[src/rtl/switch_allocator_pkg.sv]
// Shared router defines: output port indices and allocator FSM encoding.
// Consumed by switch_allocator and route_compute.
package switch_allocator_pkg;

  localparam int N_PORTS    = 6;
  localparam int PORT_N     = 0;
  localparam int PORT_E     = 1;
  localparam int PORT_S     = 2;
  localparam int PORT_W     = 3;
  localparam int PORT_L     = 4;
  localparam int PORT_SER_E = 5;

  typedef enum logic {
    ST_IDLE   = 1'b0,
    ST_LOCKED = 1'b1
  } port_st_t;

endpackage

[src/rtl/switch_allocator_rr_arbiter.sv]
// Cyclic priority picker: the first set request searched from ptr+1 wins.
// Produces a one-hot grant, the winner index and an any-grant flag.
module rr_arbiter #(
  parameter int N = 4,
  parameter int W = 2
) (
  input  logic [N-1:0] req,
  input  logic [W-1:0] ptr,
  output logic [N-1:0] gnt,
  output logic [W-1:0] idx,
  output logic         any
);

  logic [W-1:0] w_j;

  always_comb begin
    gnt = '0;
    idx = '0;
    any = 1'b0;
    w_j = '0;
    for (int k = 1; k <= N; k++) begin
      w_j = W'((int'(ptr) + k) % N);
      if (!any && req[w_j]) begin
        any      = 1'b1;
        gnt[w_j] = 1'b1;
        idx      = w_j;
      end
    end
  end

endmodule

[src/rtl/switch_allocator.sv]
// Output-port allocator: per-port round-robin lock until tail, retry drop.
// Optional per-port grant counters under ALLOC_STATS_EN.
module switch_allocator
  import switch_allocator_pkg::*;
#(
  parameter int N_IN      = 4,
  parameter int IN_W      = 2,
  parameter int RETRY_MAX = 8
`ifdef ALLOC_STATS_EN
  ,
  parameter int STAT_W    = 16
`endif
) (
  input  logic                      clk,
  input  logic                      rst,
`ifdef ALLOC_STATS_EN
  input  logic                      clr_stats,
  output logic [N_PORTS*STAT_W-1:0] stat_grants,
`endif
  input  logic [N_IN-1:0]           in_valid,
  input  logic [N_IN*N_PORTS-1:0]   in_req,
  input  logic [N_IN-1:0]           in_tail,
  input  logic [N_IN-1:0]           in_retry,
  input  logic [N_PORTS-1:0]        link_up,
  input  logic [N_PORTS-1:0]        out_ready,
  output logic [N_IN*N_PORTS-1:0]   gnt,
  output logic [N_PORTS-1:0]        out_valid,
  output logic [N_PORTS*IN_W-1:0]   out_sel,
  output logic [N_IN-1:0]           drop_req,
  output logic [N_PORTS-1:0]        abort
);

  port_st_t         r_state [N_PORTS];
  logic [N_IN-1:0]  r_gnt_p [N_PORTS];
  logic [IN_W-1:0]  r_sel   [N_PORTS];
  logic [IN_W-1:0]  r_ptr   [N_PORTS];
  logic [N_PORTS-1:0] r_abort;
  logic [7:0]       r_rcnt  [N_IN];
  logic [N_IN-1:0]  r_drop;

  logic [N_IN-1:0]    w_locked_in;
  logic [N_PORTS-1:0] w_avail [N_IN];
  logic [N_PORTS-1:0] w_low   [N_IN];
  logic [N_IN-1:0]    w_req   [N_PORTS];
  logic [N_IN-1:0]    w_arb_gnt [N_PORTS];
  logic [IN_W-1:0]    w_arb_idx [N_PORTS];
  logic [N_PORTS-1:0] w_arb_any;
  logic [N_PORTS-1:0] w_ok;
  logic [N_IN-1:0]    w_taken;

  always_comb begin
    w_locked_in = '0;
    for (int p = 0; p < N_PORTS; p++) begin
      if (r_state[p] == ST_LOCKED) w_locked_in |= r_gnt_p[p];
    end
  end

  // Each input asks for only its lowest live port.
  always_comb begin
    for (int i = 0; i < N_IN; i++) begin
      w_avail[i] = in_req[i*N_PORTS +: N_PORTS] & link_up;
      w_low[i]   = w_avail[i] & (-w_avail[i]);
    end
  end

  always_comb begin
    for (int p = 0; p < N_PORTS; p++) begin
      w_req[p] = '0;
      for (int i = 0; i < N_IN; i++) begin
        w_req[p][i] = in_valid[i] & ~w_locked_in[i] & w_low[i][p]
                    & out_ready[p] & (r_state[p] == ST_IDLE);
      end
    end
  end

  for (genvar gp = 0; gp < N_PORTS; gp++) begin : g_arb
    rr_arbiter #(.N(N_IN), .W(IN_W)) u_arb (
      .req (w_req[gp]),
      .ptr (r_ptr[gp]),
      .gnt (w_arb_gnt[gp]),
      .idx (w_arb_idx[gp]),
      .any (w_arb_any[gp])
    );
  end

  // Lower port index wins an input picked by two ports.
  always_comb begin
    w_taken = '0;
    w_ok    = '0;
    for (int p = 0; p < N_PORTS; p++) begin
      w_ok[p] = w_arb_any[p] & ~|(w_arb_gnt[p] & w_taken);
      if (w_ok[p]) w_taken |= w_arb_gnt[p];
    end
  end

  always_ff @(posedge clk) begin
    if (rst) begin
      r_abort <= '0;
      for (int p = 0; p < N_PORTS; p++) begin
        r_state[p] <= ST_IDLE;
        r_gnt_p[p] <= '0;
        r_sel[p]   <= '0;
        r_ptr[p]   <= IN_W'(N_IN - 1);
      end
    end else begin
      r_abort <= '0;
      for (int p = 0; p < N_PORTS; p++) begin
        unique case (r_state[p])
          ST_IDLE: begin
            if (w_ok[p]) begin
              r_state[p] <= ST_LOCKED;
              r_gnt_p[p] <= w_arb_gnt[p];
              r_sel[p]   <= w_arb_idx[p];
              r_ptr[p]   <= w_arb_idx[p];
            end
          end
          ST_LOCKED: begin
            if (!link_up[p]) begin
              r_state[p] <= ST_IDLE;
              r_gnt_p[p] <= '0;
              r_sel[p]   <= '0;
              r_abort[p] <= 1'b1;
            end else if (in_valid[r_sel[p]] && out_ready[p]
                         && in_tail[r_sel[p]]) begin
              r_state[p] <= ST_IDLE;
              r_gnt_p[p] <= '0;
              r_sel[p]   <= '0;
            end
          end
        endcase
      end
    end
  end

  always_ff @(posedge clk) begin
    if (rst) begin
      r_drop <= '0;
      for (int i = 0; i < N_IN; i++) r_rcnt[i] <= '0;
    end else begin
      for (int i = 0; i < N_IN; i++) begin
        if (in_valid[i] && in_retry[i]) begin
          if (r_rcnt[i] == 8'(RETRY_MAX - 1)) begin
            r_rcnt[i] <= '0;
            r_drop[i] <= 1'b1;
          end else begin
            r_rcnt[i] <= r_rcnt[i] + 8'd1;
            r_drop[i] <= 1'b0;
          end
        end else begin
          r_rcnt[i] <= '0;
          r_drop[i] <= 1'b0;
        end
      end
    end
  end

`ifdef ALLOC_STATS_EN
  logic [STAT_W-1:0] r_stat [N_PORTS];

  always_ff @(posedge clk) begin
    for (int p = 0; p < N_PORTS; p++) begin
      if (rst || clr_stats) begin
        r_stat[p] <= '0;
      end else if (w_ok[p] && (r_stat[p] != '1)) begin
        r_stat[p] <= r_stat[p] + 1'b1;
      end
    end
  end

  always_comb begin
    stat_grants = '0;
    for (int p = 0; p < N_PORTS; p++) begin
      stat_grants[p*STAT_W +: STAT_W] = r_stat[p];
    end
  end
`endif

  always_comb begin
    gnt       = '0;
    out_sel   = '0;
    out_valid = '0;
    for (int p = 0; p < N_PORTS; p++) begin
      out_sel[p*IN_W +: IN_W] = r_sel[p];
      out_valid[p] = (r_state[p] == ST_LOCKED) & in_valid[r_sel[p]];
      for (int i = 0; i < N_IN; i++) begin
        gnt[i*N_PORTS + p] = r_gnt_p[p][i];
      end
    end
  end

  assign drop_req = r_drop;
  assign abort    = r_abort;

endmodule

[config.mk]
export PLATFORM = sky130hd
export DESIGN_NAME = switch_allocator
export DESIGN_NICKNAME = d
export VERILOG_FILES = /design/src/rtl/switch_allocator_pkg.sv /design/src/rtl/switch_allocator_rr_arbiter.sv /design/src/rtl/switch_allocator.sv
export SDC_FILE = /design/constraint.sdc
export NUM_CORES = 1
export LEC_CHECK = 0
export CAP_MARGIN = 20
export CORE_AREA = 8 8 156 158
export CTS_CLUSTER_DIAMETER = 80
export DETAILED_ROUTE_END_ITERATION = 8
export DIE_AREA = 0 0 164 166
export PLACE_DENSITY = 0.65
export REMOVE_ABC_BUFFERS = 1
export SYNTH_ARGS = -nofsm -noshare
export SYNTH_HDL_FRONTEND = slang
export SYNTH_SLANG_ARGS = --single-unit
[constraint.sdc]
create_clock -name clk -period 19 [get_ports clk]
set_input_delay 5.7 -clock clk [delete_from_list [all_inputs] [get_ports clk]]
set_output_delay 5.7 -clock clk [all_outputs]
set_load 0.005 [all_outputs]
Word level (Yosys, flattened, before mapping)
Memory sizes are Yosys's and may differ from the RTL's.
Index checks and enable logic that the tools add are counted.
{"block": "totals", "output_inout_bits": 52, "regBits": 10, "word_cells": 791, "mem_count": 5, "ramBits": 86, "in_bits": 50}
{"memory": "r_rcnt", "words": 4, "width": 8, "read_ports": 4, "rd_ports_with_merged_regs": 0, "wr": 4, "line": "switch_allocator.sv:38", "rtl": "logic [7:0] r_rcnt [N_IN];"}
{"memory": "r_gnt_p", "words": 6, "width": 4, "read_ports": 6, "rd_ports_with_merged_regs": 0, "wr": 6, "line": "switch_allocator.sv:34", "rtl": "logic [N_IN-1:0] r_gnt_p [N_PORTS];"}
{"memory": "r_ptr", "words": 6, "width": 2, "read_ports": 6, "rd_ports_with_merged_regs": 0, "wr": 6, "line": "switch_allocator.sv:36", "rtl": "logic [IN_W-1:0] r_ptr [N_PORTS];"}
{"memory": "r_sel", "words": 6, "width": 2, "read_ports": 6, "rd_ports_with_merged_regs": 0, "wr": 6, "line": "switch_allocator.sv:35", "rtl": "logic [IN_W-1:0] r_sel [N_PORTS];"}
{"memory": "r_state", "words": 6, "width": 1, "read_ports": 6, "rd_ports_with_merged_regs": 0, "wr": 6, "line": "switch_allocator.sv:33", "rtl": "port_st_t r_state [N_PORTS];"}
{"block": "op_classes", "reduce_logical": 86, "magnitude_cmp": 54, "mux": 399, "n_addsub": 32, "eq_ne": 4, "n_bitwise": 209}
{"operator": "$mux 1", "n": 226}
{"operator": "$mux 4", "n": 53}
{"operator": "$or 4x4->4", "n": 27}
{"operator": "$mux 2", "n": 48}
{"operator": "$mux 8", "n": 12}
{"operator": "$lt 2x3->1 const B", "n": 30}
{"operator": "$and 1x1->1", "n": 87}
{"operator": "$bmux 1 s2", "n": 36}
{"operator": "$or 1x1->1", "n": 72}
{"operator": "$logic_and 1x1->1", "n": 58}
{"operator": "$and 6x6->6", "n": 8}
{"operator": "$demux 1 s2", "n": 24}
{"operator": "$ge 2x1->1 const B", "n": 24}
{"operator": "$add 8x1->8 const B", "n": 4}
{"operator": "$eq 8x3->1 const B", "n": 4}
{"operator": "$add 2x1->2 const B", "n": 12}
{"operator": "$add 2x2->2 const B", "n": 12}
{"operator": "$neg 6->6", "n": 4}
{"operator": "$logic_not 1->1", "n": 23}
{"operator": "$and 4x4->4", "n": 5}
{"operator": "$reduce_or 4->1", "n": 5}
{"operator": "$not 1->1", "n": 10}

Logic depth before layout (Yosys ltp)
Gate-level depths: netlist of run 1.
{"block": "depth", "depth_word": 60, "ltp_mapped": 20, "depth_no_buf": 16}

By module
Synthesis of run 1 repeated with hierarchy kept, for this count alone.
{"block": "hier_totals", "cells_unflattened": 924, "area_unflattened_um2": 8628.3}
{"module": "switch_allocator", "n_inst": 1, "seq_area_each_um2": 2782.7, "cells_per_inst": 498, "area_per_inst_um2": 5371.4}
{"module": "rr_arbiter (g_arb[0].u_arb ...)", "n_inst": 5, "seq_area_each_um2": 0.0, "cells_per_inst": 68, "area_per_inst_um2": 525.5}
{"module": "rr_arbiter (g_arb[5].u_arb)", "n_inst": 1, "seq_area_each_um2": 0.0, "cells_per_inst": 86, "area_per_inst_um2": 629.4}

Least setup slack after synthesis of run 1
No wires, ideal clock.
{"block": "synth_timing", "path_type": "input -> output", "start": "in in_valid[3]", "end": "out out_valid[0]", "arrival_time_ps": 6325, "cell_stages": 2, "slack_ps": 6975, "n_path_buf": 0, "cell_sequence": "mux4_2 and2_1"}
{"block": "synth_via", "elab_chain_cells": 3}
{"item": "start: declaration", "line": "switch_allocator.sv:20", "rtl": "input logic [N_IN-1:0] in_valid,"}
{"item": "$bmux 1 s2", "line": "switch_allocator.sv:184", "rtl": "out_valid[p] = (r_state[p] == ST_LOCKED) & in_valid[r_sel[p]];"}
{"item": "$mux 1 (implied by the code)", "line": "switch_allocator.sv:184"}
{"item": "$and 1x1->1", "line": "switch_allocator.sv:184"}
{"item": "end: declaration", "line": "switch_allocator.sv:27", "rtl": "output logic [N_PORTS-1:0] out_valid,"}
No other way between the ends. The select of a mux whose other input is x is not followed.

Worst setup path in the final report of run 1
{"block": "layout_timing", "start": "in in_valid[3]", "end": "out out_valid[3]"}
The elaborated chain is that of the path after synthesis.

==> summary by stage, run 1 <==
Yosys
For this run, the leading register cell type out of synthesis is edfxtp_1. Of the total synthesized cell area, the portion taken by AND, OR, NAND and NOR gates is 0.262. The share of the synthesized area in compound gates (AO/OA/AOI/OAI) is 0.196. The adder-cell area share of the yosys netlist is 0.0699. The proportion of synthesized area in mux cells is 0.0871. The number of synthesized flops with an enable pin is 86. The average cell area after synthesis is 8.95 µm². The number of warnings reported in the yosys synthesis log is 0.

Of the total synthesized cell area, the portion taken by XOR and XNOR cells is 0.0245. The share of the Yosys chip area taken by registers is 0.324. The combinational family with the most area after synthesis is simple AND/OR/NAND/NOR gates. The distinct cell type count after synthesis is 87. In the synthesized netlist the async set-or-reset flop fraction comes to 0. The combined area of all synthesized cells is 8590 µm². Counting every instance in the synthesized netlist gives 960. The synthesized flop and latch total is 96.

Timing
For the final database, setup skew stands at 13.5 ps. For the pin with the worst max-slew slack, the measured transition is 978 ps. The achievable frequency is 74.9 MHz.

Of the available clock period, the critical path in the final layout requires 0.703. For the finished layout, the period the worst path requires is 13360 ps. In the final timing run, aggregate negative setup slack is 0 ps.

Setup violations remaining at the end of the flow were counted as 0. Setup repair after global routing left no endpoint under its margin. The final max-slew violation count came to 0. In this run the tightest slew margin relative to its limit is 0.348. The count of final hold-check violations was 0.

Global routing
The number of antenna violations at the first check in global routing is 0. The residual overflow from global routing is 0. For this run, the total global-route usage over all layers was measured as 0.198. The first global-routing pass estimated 42.7 mm of wire. Entering global routing, the biggest net connects 35 pins.

The via count of the first global-routing pass is 7716.

Cells and area
For this run, the number of standard cells in the final layout without fillers is 1359. Of the cells placed in the final design, the portion with a size suffix greater than 1 is 0.0764. The library cells used most frequently in the layout, excluding fill and tap cells, are nor2_1 (106), clkdlybuf4s50_1 (101), nand2_1 (89).

The final-stage net count is 1167. The number of diodes added for antenna fixing is 0. The area overhead of the layout relative to synthesis is 19.2%. The library cell used most frequently in the layout, excluding fill and tap cells, is nor2_1.

Clock tree
After clock tree synthesis, the clock-pin slew on the worst setup and hold paths is 70 ps. Once the clock tree was built, the resizer swapped 0 gates to a different size. The clock reaches the later pin of the worst-skew pair after 370 ps. TritonCTS built the clock tree.

The cell at the root of the clock tree is clkbuf_16. The number of H-tree branching levels is 3. Counting every sink on the clock net gives 96. The buffer depth of the longest clock path is 2. The number of hold buffers added after CTS was 0. After clock tree synthesis, the setup repair step added 0 buffers.

The TritonCTS buffer count is 9.

Critical path
The arrival time of the worst setup path is 7660 ps. In this design, the stage delay of the slowest critical-path cell is 680 ps. The startpoint identified for the worst register-to-register timing path is r_state[3].

The worst register-to-register path ends at r_sel[5][0]. Walking the worst path, the cells encountered are clkdlybuf4s50_1, mux4_2, and2_1, clkdlybuf4s50_1. The critical path in this run is classified as primary input to output pin. The critical path's slowest cell is clkdlybuf4s50_1.

The most numerous cell type found on the critical path is clkdlybuf4s50_1. The number of cells traversed by the worst register-to-register path is 14. The data required time of the critical path is 13300 ps. The timing startpoint of the critical path is in_valid[3]. Of all nets on the critical path, the largest fanout is 9. The worst setup path is launched from a primary input. The setup slack of the worst register-to-register path is 12020 ps. The worst setup path is captured at an output pin.

Die
Pin placement for this block handled 102 I/O pins. The region available for standard cell placement spans 22100 µm². The floorplan die height is 166 µm. From left edge to right edge, the die measures 164 µm. The row count is 55. The die covers 27200 µm². For this configuration, the core starts out at a cell density of 0.389.

Pwr
The internal power of the cells is 0.000394 W. The switching share of total power is 0.297. In this run the power density over the cells is 54.8 nW/µm². The share of power burned in the clock network is 0.348.

The share of total power dissipated in combinational logic is 0.191. VDD sags by at most 0.0349 mV. The leakage power figure is 3.68 nW.

The switching power is 0.000167 W. Of the total power, registers draw 0.461.

Status
The run finished with clean final reports.

Detailed routing
The via total after detailed routing is 8251. The per-cell routed wire length is 20.3 µm. The number of DRC violations after detailed-routing iteration 0 is 882. The number of DRC violations after detailed routing is 0. Wires add up to 27.6 mm. Once detail routing completed, the nets flagged for antenna violations numbered 0. The detailed-router iteration count before antenna repair is 6.

The average via count per standard cell is 6.07.

Flow run
The max-capacitance violation count is 0.

Placed design
Summed over all nets, the half-perimeter wirelength after detailed placement is 21.4 mm. The number of port buffers is 101. The final estimated routing congestion in global placement is 0.950. The count of placed standard cells including taps is 1341.

Hold path
In this run the most critical hold path is launched from r_rcnt[0][7]. The worst hold path passes through 3 cells. The endpoint with the worst hold slack is drop_req[0]. The min-delay analysis places its worst path in the category register to register.
[through the flow]
stage | utilization | area [µm²] | total power, W | worst slack, ps | hold WS (ps)
after CTS | 0.463 | 10200 | 0.000562 | 5620 | 584
after global routing | 0.464 | 10200 | 0.000580 | 5610 | 613
after detailed placement | 0.450 | 9930 | 0.000368 | 5630 | 572
final | 0.464 | 10200 | 0.000561 | 5640 | 583
after global placement | 0.450 | 9930 | 0.000368 | 5670 | 559
after floorplan | - | 8530 | 0.000312 | 6980 | 530
[cells in the mapped netlist, drive strengths merged (9+ instances only)]
cell type    n  area share
xor2        16       0.016
nand3       60       0.035
a21boi      12       0.010
a221oi       9       0.012
ha          48       0.070
a22oi       10      0.0087
inv         36       0.016
o21ai       38       0.022
or3         13      0.0095
and2        17       0.012
clkbuf      30       0.013
nor4        16       0.012
nand4       16       0.012
edfxtp      86        0.30
mux4        20       0.052
nor2       106       0.046
nand2b      11      0.0080
nor3        32       0.019
or2         11      0.0080
mux2        11       0.014
o22ai       10      0.0073
mux2i       17       0.020
nor3b        9      0.0079
buf         10      0.0073
and3        16       0.012
dfxtp       10       0.023
a21oi       48       0.029
nor2b       10      0.0073
a21o        11      0.0096
nand2       89       0.039
[power groups by stage]
stage	Clock (W)	Combinational (W)	Sequential, W
after CTS	0.000198	0.000106	0.000258
after floorplan	0	0.0000558	0.000257
after global placement	0	0.000105	0.000262
after global routing	0.000205	0.000116	0.000260
final	0.000195	0.000107	0.000258
after detailed placement	0	0.000106	0.000263
[cell type report]
class	count	area [µm²]
Fill cell	2116	11800
Tap cell	285	357
Sequential cell	96	2780
Clock buffer	10	229
Inverter	37	139
Clock inverter	6	72.6
Timing Repair Buffer	107	1050
Multi-Input combinational cell	818	5610
[critical path, delay by kind of cell]
kind | cells | cell delay, ps
buffers and inverters | 2 | 1130
muxes | 1 | 640
and+or+nand+nor | 1 | 190
[registers in the layout, summed over array words and instances, names as in the netlist]
| name | cells |
|---|---|
| r_gnt_p | 24 |
| drop_req | 4 |
| r_ptr | 12 |
| abort | 6 |
| r_sel | 12 |
| r_rcnt | 32 |
| r_state | 6 |
[worst max-delay path by stage]
stage | end | depth (start not counted)
after floorplan | out_valid[0] | 2
after global placement | out_valid[3] | 4
after detailed placement | out_valid[4] | 4
after CTS | out_valid[3] | 4
after global routing | out_valid[3] | 4
final | out_valid[3] | 4
[cells by family after synthesis]
| kind of cell | Yosys count |
|---|---|
| buf+inv | 77 |
| other cells | 1 |
| compound gates | 226 |
| simple gates | 440 |
| xor+xnor | 24 |
| mux | 48 |
| fa+ha+maj | 48 |
| flops | 96 |
[routing by layer]
layer / vias to the layer above / GRT usage / part of all wire
li1: 3864 / - / -
met1: 3924 / 0.252 / 0.40
met2: 391 / 0.316 / 0.46
met3: 72 / 0.0354 / 0.095
met4: 0 / 0.101 / 0.044
met5: - / 0 / 0
No activity file was read; power rests on OpenSTA's default activity.
==> run 2: changes to the inputs <==
--- a/config.mk
+++ b/config.mk
@@ -10,7 +10,7 @@
 export CTS_CLUSTER_DIAMETER = 80
 export DETAILED_ROUTE_END_ITERATION = 8
 export DIE_AREA = 0 0 164 166
-export PLACE_DENSITY = 0.65
+export PLACE_DENSITY = 0.67
 export REMOVE_ABC_BUFFERS = 1
 export SYNTH_ARGS = -nofsm -noshare
 export SYNTH_HDL_FRONTEND = slang
==> constraint.sdc (replaced) <==
create_clock -name clk -period 12 [get_ports clk]
set_input_delay 3.6 -clock clk [delete_from_list [all_inputs] [get_ports clk]]
set_output_delay 3.6 -clock clk [all_outputs]
set_load 0.005 [all_outputs]
==> run 2 against run 1 <==
Compared with the run above: first-iteration DRC count up 11%; clock-buffer cell count unchanged; global-route usage increased by 0.16 points; sequential power increased by 59%; register-to-register slack got worse by 6700 ps; critical path type is now primary input to register; cell count about the same; sequential cell count stayed put.
==> summary by stage, run 2 (synthesis results as in run 1) <==
Global routing
The global routing usage summed across all routing layers is 0.200 (was 0.198). The largest net degree at the start of global routing came to 35 (unchanged). The via count of the first global-routing pass is 7805 (was 7716).

The number of antenna violations at the first check in global routing is 0 (unchanged). The residual overflow from global routing came to 0 (unchanged). The wire length of the first global-routing pass is 42.8 mm (was 42.7 mm).

Detailed routing
The number of DRC violations after detailed routing is 0 (unchanged). The per-cell routed wire length came to 20.4 µm (was 20.3 µm). The average via count per standard cell is 6.09 (was 6.07). The number of DRC violations after detailed-routing iteration 0 is 977 (was 882). The via total after detailed routing is 8287 (was 8251). The number of nets with antenna violations after detailed routing came to 0 (unchanged). The total wire length after detailed routing is 27.8 mm (was 27.6 mm). The detailed-router iteration count before antenna repair is 6 (unchanged).

Placed design
The HPWL after detailed placement is 21.6 mm (was 21.4 mm). The count of placed standard cells including taps is 1343 (was 1341). The minimum setup slack after placement is 2310 ps (was 5630 ps). The total cell area at the placement stage is 9950 µm² (was 9930 µm²).

The number of port buffers is 101 (unchanged). The final estimated routing congestion in global placement is 0.976 (was 0.950).

Die
The initial core utilization is 0.389 (unchanged). The die width came to 164 µm (unchanged). The I/O pin count is 102 (unchanged).

The floorplan die height is 166 µm (unchanged). The row count is 55 (unchanged). The area enclosed by the die boundary is 27200 µm² (unchanged).

The core area is 22100 µm² (unchanged).

Status
Status: finished clean (unchanged).

Clock tree
The clock tree from TritonCTS was yes (unchanged). The number of buffers inserted by hold repair at cts is 0 (unchanged). The buffer depth of the longest clock path is 2 (unchanged). The total number of clock tree sinks came to 96 (unchanged). The worst-skew pair later-pin latency is 370 ps (about the same). The TritonCTS buffer count came to 9 (unchanged).

The total setup buffers inserted after CTS is 0 (unchanged). The cell at the root of the clock tree is clkbuf_16 (unchanged). The clock transition at the registers of the reported paths is 70 ps (about the same).

The number of H-tree branching levels was 3 (unchanged). The number of gates resized after cts is 0 (unchanged).

Pwr
The worst vdd rail ir drop is 0.0596 mV (was 0.0349 mV). The leakage power figure was 3.66 nW (was 3.68 nW). The power density relative to cell area is 84.7 nW/µm² (was 54.8 nW/µm²).

Cells and area
The share of final-layout standard cells stronger than drive strength 1 is 0.0772 (was 0.0764). Top Registers: r_rcnt: 32 flops, r_gnt_p: 24 flops (unchanged). The area overhead of the layout relative to synthesis is 19.1% (was 19.2%).

The largest register by flop count is r_rcnt (unchanged). The final standard cell area without fillers was 10200 µm² (about the same). The final-stage net count is 1168 (was 1167). The sequential standard cell area is 2780 µm² (unchanged). Commonest cells after routing, fill and taps aside: nor2_1 (106), clkdlybuf4s50_1 (101), nand2_1 (89) (unchanged). The fill cell instance count of the final layout is 2133 (was 2116). The commonest non-fill, non-tap cell in the layout is nor2_1 (unchanged). The flip-flop count of the largest register, all copies and words added is 32 (unchanged). The number of diodes added for antenna fixing is 0 (unchanged). The non-filler instance count after layout is 1360 (was 1359).

The area used by multi-input combinational logic is 5610 µm² (unchanged).

Timing
The worst setup margin came to 2390 ps (was 5640 ps). Dividing the final minimum period by the clock period gives 0.801. The count of final hold-check violations was 0 (unchanged). The setup skew after layout is 14.8 ps (was 13.5 ps).

The count of final setup violators came to 0 (unchanged). Setup repair after global routing missed its margin: no (unchanged). The transition time of the tightest slew-check pin is 1060 ps (was 978 ps). The headroom to the max-slew limit was 0.285 (was 0.348). The achievable frequency is 104 MHz. For the finished layout, the period the worst path requires is 9610 ps. The final max-slew violation count is 0 (unchanged). The setup total negative slack is 0 ps (unchanged).

Critical path
The maximum fanout count along the critical path is 13 (was 9). The worst reg2reg path endpoint is r_sel[5][1] (was r_sel[5][0]). The arrival time of the worst setup path came to 9650 ps (was 7660 ps). The data required time of the critical path is 12040 ps (was 13300 ps). The type of the worst setup path is primary input to register (was primary input to output pin). The endpoint of the worst setup timing path is r_sel[5][1] (was out_valid[3]). The setup slack of the worst register-to-register path is 5280 ps (was 12020 ps). The element type at the critical path end is a register (was output pin).

The timing startpoint of the critical path is in_valid[2] (was in_valid[3]). The number of cells traversed by the worst register-to-register path is 14 (unchanged). The category of the worst setup path launch point is a primary input (unchanged).

The origin of the critical flop-to-flop path is r_state[3] (unchanged).

Hold path
The start point of the worst hold path is r_rcnt[1][0] (was r_rcnt[0][7]). The worst min-delay path class was register to register (unchanged).

Flow run
The max-capacitance violation count is 0 (unchanged).
## run 2: final cells by class
type | instances | area share
Sequential cell | 96 | 0.272
Inverter | 37 | 0.0136
Timing Repair Buffer | 108 | 0.104
Clock buffer | 10 | 0.0224
Tap cell | 285 | 0.0349
Multi-Input combinational cell | 818 | 0.548
Clock inverter | 6 | 0.00501
## run 2: how the worst min path moves through the flow
stage,end,slack [ps],depth (start not counted)
floorplan,drop_req[0],530,3
global placement,drop_req[0],560,3
detailed placement,r_rcnt[1][0],580,1
CTS,drop_req[3],580,3
global route,r_rcnt[0][0],610,1
finish,r_rcnt[1][0],580,1
## run 2: per-stage QoR
step | hold WS [ps] | util | power [W]
after floorplan | 530 | - | 0.000495
after global placement | 560 | 0.450 | 0.000583
after global routing | 609 | 0.463 | 0.000900
after CTS | 582 | 0.463 | 0.000867
after detailed placement | 576 | 0.450 | 0.000583
final | 585 | 0.463 | 0.000867
## run 2: critical path: stages
cell,delay (ps)
clkdlybuf4s50_1,780
a21boi_0,420
nand2_1,390
nor4_1,430
o21ai_1,180
mux2i_1,560
mux2_2,410
a221oi_2,630
o221ai_1,320
a41oi_2,440
o211ai_1,150
a21oi_1,310
o21ai_0,160
o221ai_2,520
nand2_1,340
## run 2: report_power, final
part / switching, W / leakage [nW] / internal, W / total [W]
sequential: 0.0000262 / 0.943 / 0.000384 / 0.000410
combinational: 0.0000946 / 2.59 / 0.0000754 / 0.000170
clock: 0.000143 / 0.127 / 0.000144 / 0.000287
total: 0.000264 / 3.66 / 0.000603 / 0.000867
## run 2: routing by layer
| layer | up-vias | GRT usage | share of wire |
|---|---|---|---|
| li1 | 3869 | - | - |
| met1 | 3909 | 0.255 | 0.41 |
| met2 | 427 | 0.307 | 0.45 |
| met3 | 82 | 0.0528 | 0.098 |
| met4 | 0 | 0.0961 | 0.043 |
| met5 | - | 0 | 0 |
